==> src/rtl/uart_pkg.sv <==
// Shared UART definitions: state encoding, baud counter width, default
// frame shape and a parity helper. Used by both uart_tx and uart_rx.
package uart_pkg;

    localparam int UART_BAUD_W        = 32;
    localparam int UART_DATA_BITS_DEF = 8;
    localparam int UART_STOP_BITS_DEF = 1;

    localparam logic [2:0] UART_ST_IDLE   = 3'd0;
    localparam logic [2:0] UART_ST_START  = 3'd1;
    localparam logic [2:0] UART_ST_DATA   = 3'd2;
    localparam logic [2:0] UART_ST_PARITY = 3'd3;
    localparam logic [2:0] UART_ST_STOP   = 3'd4;

    typedef enum logic [2:0] {
        S_IDLE   = UART_ST_IDLE,
        S_START  = UART_ST_START,
        S_DATA   = UART_ST_DATA,
        S_PARITY = UART_ST_PARITY,
        S_STOP   = UART_ST_STOP
    } uart_state_t;

    // Parity over a (zero-extended) character; odd=1 makes the total count of ones odd.
    function automatic logic uart_parity(input logic [7:0] d, input logic odd);
        return (^d) ^ odd;
    endfunction

endpackage

==> src/rtl/uart_baud_cnt.sv <==
// Load/decrement bit-period counter. tick is high while the count is zero,
// so a load of N gives a bit that ends N+1 cycles after the load edge.
module uart_baud_cnt
    import uart_pkg::*;
(
    input  logic                   clk,
    input  logic                   arst_n,
    input  logic                   load,
    input  logic [UART_BAUD_W-1:0] load_val,
    output logic                   tick
);

    localparam logic [UART_BAUD_W-1:0] CNT_ONE = UART_BAUD_W'(1);

    logic [UART_BAUD_W-1:0] r_count;

    // Reload on request, otherwise count down and rest at zero.
    always_ff @(posedge clk or negedge arst_n) begin
        if (!arst_n) begin
            r_count <= '0;
        end else if (load) begin
            r_count <= load_val;
        end else if (r_count != '0) begin
            r_count <= r_count - CNT_ONE;
        end
    end

    assign tick = (r_count == '0);

endmodule

==> src/rtl/uart_tx.sv <==
// UART serial transmitter: start bit, DATA_BITS data bits LSB first,
// optional parity bit and STOP_BITS stop bits, each baud_div+1 cycles long.
// Optional feature macro: UART_TX_PARITY_EN (adds tx_parity_odd and a parity bit).
module uart_tx
    import uart_pkg::*;
#(
    parameter int DATA_BITS = UART_DATA_BITS_DEF,
    parameter int STOP_BITS = UART_STOP_BITS_DEF
) (
    input  logic                   clk,
    input  logic                   arst_n,
    input  logic                   tx_en,
    input  logic [UART_BAUD_W-1:0] baud_div,
    input  logic                   tx_start,
    input  logic [DATA_BITS-1:0]   tx_data_in,
`ifdef UART_TX_PARITY_EN
    input  logic                   tx_parity_odd,
`endif
    output logic                   tx_serial,
    output logic                   tx_busy,
    output logic                   tx_done_tick
);

    localparam int IDX_W = (DATA_BITS > 1) ? $clog2(DATA_BITS) : 1;
    localparam logic [IDX_W-1:0] IDX_LAST  = IDX_W'(DATA_BITS - 1);
    localparam logic [IDX_W-1:0] IDX_ONE   = IDX_W'(1);
    localparam logic             STOP_LAST = 1'(STOP_BITS - 1);

    uart_state_t            r_state,    w_state_n;
    logic [DATA_BITS-1:0]   r_shift,    w_shift_n;
    logic [IDX_W-1:0]       r_idx,      w_idx_n;
    logic                   r_stop_cnt, w_stop_cnt_n;
    logic [UART_BAUD_W-1:0] r_period,   w_period_n;
    logic                   r_serial,   w_serial_n;
    logic                   r_busy,     w_busy_n;
    logic                   r_done,     w_done_n;
`ifdef UART_TX_PARITY_EN
    logic                   r_parity,   w_parity_n;
`endif

    logic                   w_accept;
    logic                   w_load_frame;
    logic                   w_cnt_load;
    logic [UART_BAUD_W-1:0] w_cnt_load_val;
    logic                   w_tick;

    assign w_accept = tx_en && tx_start;

    uart_baud_cnt u_baud_cnt (
        .clk      (clk),
        .arst_n   (arst_n),
        .load     (w_cnt_load),
        .load_val (w_cnt_load_val),
        .tick     (w_tick)
    );

    // Next-state and next-output logic; every bit change reloads the period counter.
    always_comb begin
        w_state_n      = r_state;
        w_shift_n      = r_shift;
        w_idx_n        = r_idx;
        w_stop_cnt_n   = r_stop_cnt;
        w_period_n     = r_period;
        w_serial_n     = r_serial;
        w_busy_n       = r_busy;
        w_done_n       = 1'b0;
`ifdef UART_TX_PARITY_EN
        w_parity_n     = r_parity;
`endif
        w_load_frame   = 1'b0;
        w_cnt_load     = 1'b0;
        w_cnt_load_val = r_period;

        case (r_state)
            S_IDLE: begin
                w_load_frame = w_accept;
            end
            S_START: begin
                if (w_tick) begin
                    w_state_n  = S_DATA;
                    w_idx_n    = '0;
                    w_serial_n = r_shift[0];
                    w_cnt_load = 1'b1;
                end
            end
            S_DATA: begin
                if (w_tick) begin
                    w_cnt_load = 1'b1;
                    if (r_idx == IDX_LAST) begin
`ifdef UART_TX_PARITY_EN
                        w_state_n  = S_PARITY;
                        w_serial_n = r_parity;
`else
                        w_state_n    = S_STOP;
                        w_serial_n   = 1'b1;
                        w_stop_cnt_n = 1'b0;
`endif
                    end else begin
                        w_idx_n    = r_idx + IDX_ONE;
                        w_shift_n  = r_shift >> 1;
                        w_serial_n = r_shift[1];
                    end
                end
            end
`ifdef UART_TX_PARITY_EN
            S_PARITY: begin
                if (w_tick) begin
                    w_state_n    = S_STOP;
                    w_serial_n   = 1'b1;
                    w_stop_cnt_n = 1'b0;
                    w_cnt_load   = 1'b1;
                end
            end
`endif
            S_STOP: begin
                if (w_tick) begin
                    if (r_stop_cnt == STOP_LAST) begin
                        // Frame ends here; a start seen on this same edge chains gaplessly.
                        w_done_n = 1'b1;
                        if (w_accept) begin
                            w_load_frame = 1'b1;
                        end else begin
                            w_state_n  = S_IDLE;
                            w_busy_n   = 1'b0;
                            w_serial_n = 1'b1;
                        end
                    end else begin
                        w_stop_cnt_n = ~r_stop_cnt;
                        w_cnt_load   = 1'b1;
                    end
                end
            end
            default: begin
                w_state_n  = S_IDLE;
                w_busy_n   = 1'b0;
                w_serial_n = 1'b1;
            end
        endcase

        if (w_load_frame) begin
            w_state_n      = S_START;
            w_shift_n      = tx_data_in;
            w_period_n     = baud_div;
            w_cnt_load     = 1'b1;
            w_cnt_load_val = baud_div;
            w_serial_n     = 1'b0;
            w_busy_n       = 1'b1;
`ifdef UART_TX_PARITY_EN
            w_parity_n     = uart_parity(8'(tx_data_in), tx_parity_odd);
`endif
        end
    end

    // Control and output registers; reset aborts any frame with the line high.
    always_ff @(posedge clk or negedge arst_n) begin
        if (!arst_n) begin
            r_state    <= S_IDLE;
            r_idx      <= '0;
            r_stop_cnt <= 1'b0;
            r_serial   <= 1'b1;
            r_busy     <= 1'b0;
            r_done     <= 1'b0;
        end else begin
            r_state    <= w_state_n;
            r_idx      <= w_idx_n;
            r_stop_cnt <= w_stop_cnt_n;
            r_serial   <= w_serial_n;
            r_busy     <= w_busy_n;
            r_done     <= w_done_n;
        end
    end

    // Frame data captured at acceptance: shift register, bit period, parity.
    always_ff @(posedge clk or negedge arst_n) begin
        if (!arst_n) begin
            r_shift  <= '0;
            r_period <= '0;
`ifdef UART_TX_PARITY_EN
            r_parity <= 1'b0;
`endif
        end else begin
            r_shift  <= w_shift_n;
            r_period <= w_period_n;
`ifdef UART_TX_PARITY_EN
            r_parity <= w_parity_n;
`endif
        end
    end

    assign tx_serial    = r_serial;
    assign tx_busy      = r_busy;
    assign tx_done_tick = r_done;

endmodule

==> config.mk <==
export PLATFORM = sky130hd
export DESIGN_NAME = uart_tx
export DESIGN_NICKNAME = d
export VERILOG_FILES = /design/src/rtl/uart_pkg.sv /design/src/rtl/uart_baud_cnt.sv /design/src/rtl/uart_tx.sv
export SDC_FILE = /design/constraint.sdc
export NUM_CORES = 1
export LEC_CHECK = 0
export ABC_AREA = 1
export ABC_CLOCK_PERIOD_IN_PS = 1990
export BUFFER_PORTS_ARGS = -buffer_cell sky130_fd_sc_hd__buf_2
export CAP_MARGIN = 20
export CORE_MARGIN = 4
export CORE_UTILIZATION = 40
export DETAILED_ROUTE_END_ITERATION = 7
export HOLD_SLACK_MARGIN = 0.05
export SLEW_MARGIN = 10
export SYNTH_ARGS = -nofsm -noshare
export SYNTH_HDL_FRONTEND = slang
export SYNTH_SLANG_ARGS = --single-unit
export TNS_END_PERCENT = 20
==> constraint.sdc <==
create_clock -name clk -period 1.99 [get_ports clk]
set_clock_uncertainty 0.05 [all_clocks]
set_input_delay 0.2985 -clock clk [delete_from_list [all_inputs] [get_ports clk]]
set_output_delay 0.2985 -clock clk [all_outputs]
set_load 0.01 [all_outputs]
## Yosys cells after proc, flatten, opt, wreduce, memory -nomap -nowiden

Cells that the tools add are included.

| word-level totals | value |
|---|---|
| flip-flop bits (word level) | 82 |
| input bits | 44 |
| output and inout port bits | 3 |
| logic and storage cells | 96 |

| operators by class | value |
|---|---|
| add/subtract/negate cells | 2 |
| equal/unequal tests | 18 |
| mux-type cells | 49 |
| bitwise operators | 1 |
| reductions and logical operators | 17 |

Operators by type and width:

| cell | number |
|---|---|
| two-way mux 32 bit | 3 |
| logical NOT 32 bit | 1 |
| two-way mux 8 bit | 4 |
| nonzero test 32 bit | 1 |
| subtractor 32 x 1 -> 32 bit (second input constant) | 1 |
| two-way mux 3 bit | 10 |
| two-way mux 1 bit | 25 |
| case mux 3 bit (4 select lines) | 1 |
| AND reduction 4 bit | 3 |
| nonzero test 2 bit | 5 |
| != test 3 x 2 -> 1 bit (second input constant) | 3 |
| != test 3 bit (second input constant) | 3 |
| != test 2 x 1 -> 1 bit (second input constant) | 4 |
| != test 2 bit (second input constant) | 4 |
| case mux 1 bit (2 select lines) | 4 |
| AND reduction 7 bit | 1 |
| equality test 3 bit (second input constant) | 2 |
| case mux 3 bit (2 select lines) | 1 |
| AND reduction 6 bit | 1 |
| case mux 1 bit (4 select lines) | 1 |
| adder 3 x 1 -> 3 bit (second input constant) | 1 |
| equality test 3 x 1 -> 1 bit (second input constant) | 1 |
| equality test 3 x 2 -> 1 bit (second input constant) | 1 |
| logical NOT 3 bit | 1 |
| 5 further kinds | 5 |

## Logic depth before layout (Yosys ltp)

Gate-level depths: netlist of the first run.

| depth | value |
|---|---|
| word-level depth | 7 |
| mapped depth | 14 |
| gate-level depth less buffers | 13 |

## Cells and area by module

A second synthesis of the first run with hierarchy kept.

| unflattened totals | value |
|---|---|
| cells, all modules | 582 |
| area total of the unflattened synthesis | 4305.4 um^2 |

By module, submodules not included:

| module | times used | cells each | area an instance (um^2) | sequential area each (um^2) |
|---|---|---|---|---|
| uart_baud_cnt | 1 | 327 | 2199.6 | 800.8 |
| uart_tx | 1 | 255 | 2105.8 | 1227.4 |

## Least setup slack after synthesis of the first run

Ideal clock, no wire load.

| path | value |
|---|---|
| path kind | reg-to-reg |
| start | reg u_baud_cnt.r_count[0] |
| end | reg u_baud_cnt.r_count[10] |
| arrival time | 1773 ps |
| required time | 1816 ps |
| path slack | 43 ps |
| cell stages (with the launch flop) | 14 |
| path buffers | 2 |
| cells stage by stage | dfrtp_1 > inv_1 > ha_1 > nand2_1 > nor2_4 > nand2_1 > nor2_2 > nand3_2 > buf_6 > nand2_4 > buf_4 > nand2_1 > o211ai_1 > nand2_1 |

| on the way | value |
|---|---|
| word-level cells in the longest chain between the ends | 5 |
| elaborated cells between the ends (all ways) | 13 |
| classes of those cells | 1 x add/sub; 9 x mux; 3 x reduce/logical |

RTL lines:

| element | RTL line | source |
|---|---|---|
| start: declaration | uart_baud_cnt.sv:15 | `logic [UART_BAUD_W-1:0] r_count;` |
| start signal: assignment | uart_baud_cnt.sv:22 | `r_count <= load_val;` |
| start signal: assignment | uart_baud_cnt.sv:24 | `r_count <= r_count - CNT_ONE;` |
| branches (longest 5 deep; another with subtractor 32 x 1 -> 32 bit) | - |  |

Parallel ways; which one is timed is not known. The select of a mux whose other input is x is not followed.
A chain may end at the register's enable or synchronous reset.

## Worst setup path after layout of the first run

| path | value |
|---|---|
| start | reg u_baud_cnt.r_count[0] |
| end | reg u_baud_cnt.r_count[22] |

Same word-level chain as after synthesis.

==> qor.yml, run 1 <==
logic_synthesis:
  synth_cell_type_count: 39
  synth_top_area_share_pct: 46.1
  yosys_warnings: 0
  synth_area_leaders: "dfrtp_1 (46%), nand2_1 (19%), nor2_1 (7.1%)"
  ys_top_cells_by_count: "nand2_1 (214), nor2_1 (82), dfrtp_1 (80)"
  syn_inst: 585
  synth.most_common_cell: "nand2_1"
  syn_avg_cell_area_um2: 7.42
  synth-edff-count: 0
  netlist_area_mm2: 0.00434
  ys.flop_type: "dfrtp_1"
  synth_fp_nets: 632
  synth-async-reset-ratio_pct: 100
  ys_ff_latch: 81
  synth_top_cell_by_area: "dfrtp_1"
  seq_area_frac_synth_pct: 46.7
placement:
  post-place-ws_ps: -127
  gp_congestion: 0.985
  numPortBuffers: 46
  dpl.hpwl_um: 9050
power:
  p_leak_nw: 2.93
  switching_share_pct: 38.9
  cellPowerDensity_mw_per_mm2: 1290
  total_power_mw: 7.41
  p_switching_mw: 2.88
  peakVddDrop_uv: 571
  pwr-share-clk_pct: 14.7
  p_comb_share_pct: 47.2
  power.internal_mw: 4.53
  seq_power_share_pct: 38.0
route:
  drc_errors: 0
  wire_per_inst_um: 14.3
  drt_first_iter_violations: 252
  num_vias: 4179
  vias_per_cell: 4.88
  drt_pass1_iterations: 4
  wirelength_um: 12200
  antenna_violating_nets_post_route: 0
timing:
  fin_ws_ps: 14.1
  rsz0062_at_grt: "yes"
  finalSetupViolCount: 0
  max_slew.worst_pin.slew_ps: 422
  min_period_ps: 1980
  worst_hold_slack_ps: 73.6
  hold_viol_final: 0
  drv_slew: 0
  fmax_mhz: 506
  fin_crit_sh_pct: 99.3
  maxSlewHeadroom_pct: 71.7
clock_tree:
  cts_root_buf: "clkbuf_8"
  clock_sinks: 81
  numCtsBuffers: 9
  htree_levels: 3
  path_clk_slew_ps: 80
  cts_buffer_depth: 2
  cts_tree: "done"
  clk_latency_ps: 370
worst_setup_path:
  cp-start-kind: "register"
  r2r-start: "u_baud_cnt.r_count[0]"
  cp-end-kind: "register"
  startpoint: "u_baud_cnt.r_count[0]"
  cp_max_fo: 13
  critical_path_buf_inv_count: 2
  path_cells: "inv_1 > ha_2 > nand2_2 > nor2_4 > nand2_2 > nor2_4 > nand2_1 > nand3_4 > buf_12 > o211ai_1 > nand2_1"
  worstSetupPathType: "register to register"
  cpLargestDelayFamily: "simple AND/OR/NAND/NOR gates"
  cpMaxStageDelayCell: "dfrtp_1"
  cp.required_ps: 2240
  slowest_delay_ps: 380
  critPathArrivalTime_ps: 2230
layout:
  nNetsFinal: 762
  syn_to_final_growth_pct: 32.8
  diodes: 0
  drive_gt1_share_pct: 27.9
die:
  die_y_um: 112
  placementRows: 37
  io_pins: 47
  core_area_mm2: 0.0105
  die_w_um: 112
  die_area_mm2: 0.0126
  initial_core_util_pct: 41.5
run_status:
  status: "completed"
grt:
  grt_pass1_vias: 4161
  grt_overflow_total: 0
  grt_max_degree: 45
  track_usage_pct: 19.9
  grt_pass1_wl_um: 20000
  antenna_found_initial: 0
job:
  cap_viol_max_count: 0
min_path:
  hold_path_startpoint: "tx_data_in[7]"
  holdCritPathClass: "input pin to register"
metal layers:
metal | global-route usage (%) | share of wire [%] | vias to the layer above
li1 | - | - | 2130
met1 | 28.1 | 48 | 1955
met2 | 30.6 | 46 | 77
met3 | 3.29 | 4.2 | 17
met4 | 7.93 | 2.0 | 0
met5 | 0 | 0 | -
power by group through the flow:
stage | registers (mW) | clock network, mW | logic (mW)
2_1_floorplan | 2.81 | 0 | 1.81
3_3_place_gp | 2.80 | 0 | 3.24
3_5_place_dp | 2.81 | 0 | 3.30
4_1_cts | 2.80 | 1.14 | 3.36
5_1_grt | 2.91 | 1.21 | 3.97
6_report | 2.82 | 1.09 | 3.50
per-stage QoR:
stage | utilization [%] | instances | area [um^2] | TNS, ps
6_report | 55.1 | 856 | 5760 | 0
5_1_grt | 55.1 | 856 | 5760 | -2300
4_1_cts | 53.5 | 855 | 5600 | -21.5
3_5_place_dp | 51.1 | 835 | 5350 | -1570
3_3_place_gp | 51.1 | 835 | 5350 | -825
2_1_floorplan | - | 585 | 4340 | 0
final timing paths:
| path | slack [ps] | cells after the start | to |
|---|---|---|---|
| worst min-delay path | 70 | 3 | r_shift[7] |
| worst min register to register | 420 | 2 | tx_serial |
| min in group asynchronous | 270 | 2 | r_period[19] |
| worst max-delay path | 10 | 11 | u_baud_cnt.r_count[22] |
| worst max register to register | 10 | 11 | u_baud_cnt.r_count[22] |
| max in group asynchronous | 1000 | 3 | tx_serial |
what timing repair did:
action / in CTS / in global routing
hold buffers: 1 / 0
setup endpoints to repair: 44 / 62
setup buffers: 3 / 0
pin swaps: 4 / 8
endpoints found under the hold margin: 59 / 0
cloned: 0 / 1
resized for setup: 17 / 45
flip-flops by register name (all words and copies together), names as in the netlist:
name and flops:
tx_done_tick 1, u_baud_cnt.r_count 32, r_period 32, tx_busy 1, r_idx 3, r_state 3, tx_serial 1, r_shift 8
worst min-delay path, stage by stage:
cell	delay, ps
buf_2	70
nand2_1	40
nand2_1	50
final cells by class:
cell class	instances	area [um^2]
Fill cell	1038	4700
Clock inverter	5	31.3
Inverter	40	155
Clock buffer	11	141
Tap cell	136	170
Sequential cell	81	2030
Multi-Input combinational cell	446	2200
Timing Repair Buffer	137	1030
cells by family after synthesis:
logic type / share of synthesized area [%]
XOR/XNOR: 3.23
AO/OA/AOI/OAI: 6.55
flip-flops: 46.7
buffers and inverters: 5.85
adder cells (fa/ha/maj): 0.865
AND/OR/NAND/NOR: 36.8
cells in the final DEF (no fill, tap or decap), types with 10 or more instances in the layout:
cell type and instances:
xor2_1 10, dfrtp_1 80, inv_1 35, nor2_1 67, buf_2 45, o21ai_0 12
buf_4 77, nand2_1 200, clkbuf_8 10, nand2_2 13, nor2_2 15, nand3_1 54
Note: power is estimated with default switching activity, not from simulation.
==> run 2, diff against run 1 <==
Settings changed: CORE_UTILIZATION 40 to 35.
==> run 2 against run 1 <==
Against the previous run: sequential share of layout area is 1.5 points lower; hold slack better by 20 ps; final cell count is 2.5% higher; critical endpoint is now u_baud_cnt.r_count[17].
==> qor.yml, run 2 (same netlist as run 1, synthesis figures left out) <==
placement:
  dp.cells: 850  # +1.8%
  dpl.hpwl_um: 8920  # -1.3%
  gp_congestion: 0.894  # -9.2%
  numPortBuffers: 46  # unchanged
  post-place-ws_ps: -62.9  # +64.5 ps
  dpl_cell_area_mm2: 0.00527  # -1.4%
grt:
  antenna_found_initial: 0  # unchanged
  grt_pass1_wl_um: 19500  # -2.5%
  grt_pass1_vias: 3986  # -4.2%
  grt_max_degree: 44  # -2.2%
  grt_overflow_total: 0  # unchanged
  track_usage_pct: 17.3  # -2.6 points
timing:
  maxSlewHeadroom_pct: 63.4  # -8.3 points
  fmax_mhz: 519  # +2.5%
  drv_slew: 0  # unchanged
  max_slew.worst_pin.slew_ps: 549  # +127 ps
  rsz0062_at_grt: "yes"
  fin_crit_sh_pct: 96.8  # -2.5 points
  min_period_ps: 1930  # -49.0 ps
  fin_ws_ps: 63.2  # +49.0 ps
  finalSetupViolCount: 0  # unchanged
  hold_viol_final: 0  # unchanged
route:
  drt_first_iter_violations: 202  # -20%
  drt_pass1_iterations: 5  # +1
  num_vias: 4210  # +0.74%
  wire_per_inst_um: 14.2  # -0.72%
  wirelength_um: 12400  # +1.7%
  drc_errors: 0  # unchanged
  antenna_violating_nets_post_route: 0  # unchanged
  vias_per_cell: 4.80  # -1.7%
layout:
  fillCellCount: 1182  # +14%
  finalNonFillerCells: 877  # +2.5%
  fin_util_pct: 50.0  # -5.1 points
  nNetsFinal: 751  # -1.4%
  mostFrequentLayoutCells: "nand2_1 (190), dfrtp_1 (80), buf_4 (63), nor2_1 (56), nand3_1 (50)"
  syn_to_final_growth_pct: 38.9
  final_common_cell: "nand2_1"
  final_area_mm2: 0.00603  # +4.6%
  seqCellArea_mm2: 0.00203  # unchanged
  drive_gt1_share_pct: 30.6  # +2.7 points
  multi_input_area_mm2: 0.00230  # +4.6%
  reg_top3: "r_period x32, u_baud_cnt.r_count x32, r_shift x8"
  diodes: 0  # unchanged
worst_setup_path:
  worstSetupPathType: "register to register"
  cp-start-kind: "register"
  path_cells: "nor2_2 > nand2_1 > nor2_2 > nand2_1 > nor2_4 > nand3_4 > nand3_4 > clkbuf_16 > nand3_1 > nand2_1 > nor2_1"
  cp.required_ps: 2170  # -70 ps
  cp-end-kind: "register"
  cpMaxStageDelayCell: "dfrtp_1"
  slowest_delay_ps: 410  # +30 ps
  cp_common_cell: "nand2_1"
  critPathArrivalTime_ps: 2110  # -120 ps
  cp_max_fo: 7  # -6
power:
  pwr-share-clk_pct: 22.8  # +8.1 points
  seq_power_share_pct: 34.9  # -3.1 points
  p_leak_nw: 2.96  # +0.97%
  peakVddDrop_uv: 531  # -7.1%
  cellPowerDensity_mw_per_mm2: 1370  # +6.5%
  p_comb_share_pct: 42.3  # -4.9 points
  p_switching_mw: 3.04  # +5.6%
  power.internal_mw: 5.21  # +15%
  total_power_mw: 8.26  # +11%
  switching_share_pct: 36.9  # -2.0 points
clock_tree:
  cts_root_buf: "clkbuf_16"
  path_clk_slew_ps: 60  # -20 ps
  cts_buffer_depth: 2  # unchanged
  numCtsBuffers: 9  # unchanged
  clock_sinks: 81  # unchanged
  htree_levels: 3  # unchanged
  cts_tree: "done"
  clk_latency_ps: 360  # about the same
die:
  initial_core_util_pct: 36.0  # -5.5 points
  core_area_mm2: 0.0121  # +15%
  io_pins: 47  # unchanged
  die_area_mm2: 0.0142  # +13%
  die_y_um: 119  # +6.4%
  placementRows: 40  # +8.1%
  die_w_um: 119  # +6.4%
min_path:
  holdCritPathClass: "input pin to register"
run_status:
  status: "completed"
job:
  cap_viol_max_count: 0  # unchanged
run 2: cell types whose count changed in the layout (fill, tap and decap cells not counted), moves of 4 or more:
cell,delta
nand2_1,-10
clkbuf_16,+11
clkbuf_8,-7
nand3_1,-4
o21ai_0,+4
nor2_1,-11
buf_4,-14
nand2_2,+10
o21ai_1,-4
nor2_2,+8
run 2: per-layer routing:
| layer | vias up | track usage, % | part of all wire (%) |
|---|---|---|---|
| met1 | 2004 | 23.6 | 47 |
| li1 | 2110 | - | - |
| met5 | - | 0 | 0 |
| met2 | 77 | 26.8 | 47 |
| met3 | 19 | 3.28 | 3.6 |
| met4 | 0 | 7.59 | 2.4 |
run 2: area by class of cell:
cell class                      instances  area share [%]
Tap cell                              168            3.49
Inverter                               40            2.60
Sequential cell                        81            33.7
Timing Repair inverter                  1          0.0831
Clock buffer                           12            4.42
Timing Repair Buffer                  125            16.3
Clock inverter                          4            1.23
Multi-Input combinational cell        446            38.2
run 2: path summary, 6_finish.rpt:
kind | to | slack (ps) | start | cells after the start
setup / recovery | u_baud_cnt.r_count[17] | 60 | u_baud_cnt.r_count[29] | 11
hold / removal | r_shift[7] | 90 | tx_data_in[7] | 3
setup reg to reg | u_baud_cnt.r_count[17] | 60 | u_baud_cnt.r_count[29] | 11
hold reg to reg | r_period[24] | 420 | r_period[24] | 2
max in group asynchronous | u_baud_cnt.r_count[29] | 840 | arst_n | 3
min in group asynchronous | r_period[19] | 440 | arst_n | 2
run 2: timing repair:
item | in CTS | in global routing
endpoints found under the setup margin | 13 | 55
cloned | 0 | 4
hold buffers | 1 | 0
resized for setup | 3 | 84
pin swaps | 4 | 22
hold endpoints to repair | 37 | 0
buffers inserted | 2 | 4
run 2: critical path, delay by kind of cell (launching register included):
family | cells | cell delay [ps]
buffers and inverters | 1 | 190
AND/OR/NAND/NOR | 10 | 1140
flip-flops | 1 | 410
run 2: metrics by stage:
stage | TNS (ps) | hold slack, ps
2_1_floorplan | 0 | -47.1
3_3_place_gp | -65.1 | 272
3_5_place_dp | -350 | 278
4_1_cts | -0.535 | 85.0
5_1_grt | -952 | 108
6_report | 0 | 94.1
run 2: power by group through the flow:
stage / Sequential, mW / Combinational, mW / Clock, mW
floorplan: 2.81 / 1.81 / 0
detailed placement: 2.85 / 3.12 / 0
finish: 2.88 / 3.49 / 1.88
global route: 2.96 / 3.93 / 1.96
global placement: 2.84 / 3.05 / 0
CTS: 2.84 / 3.15 / 1.92
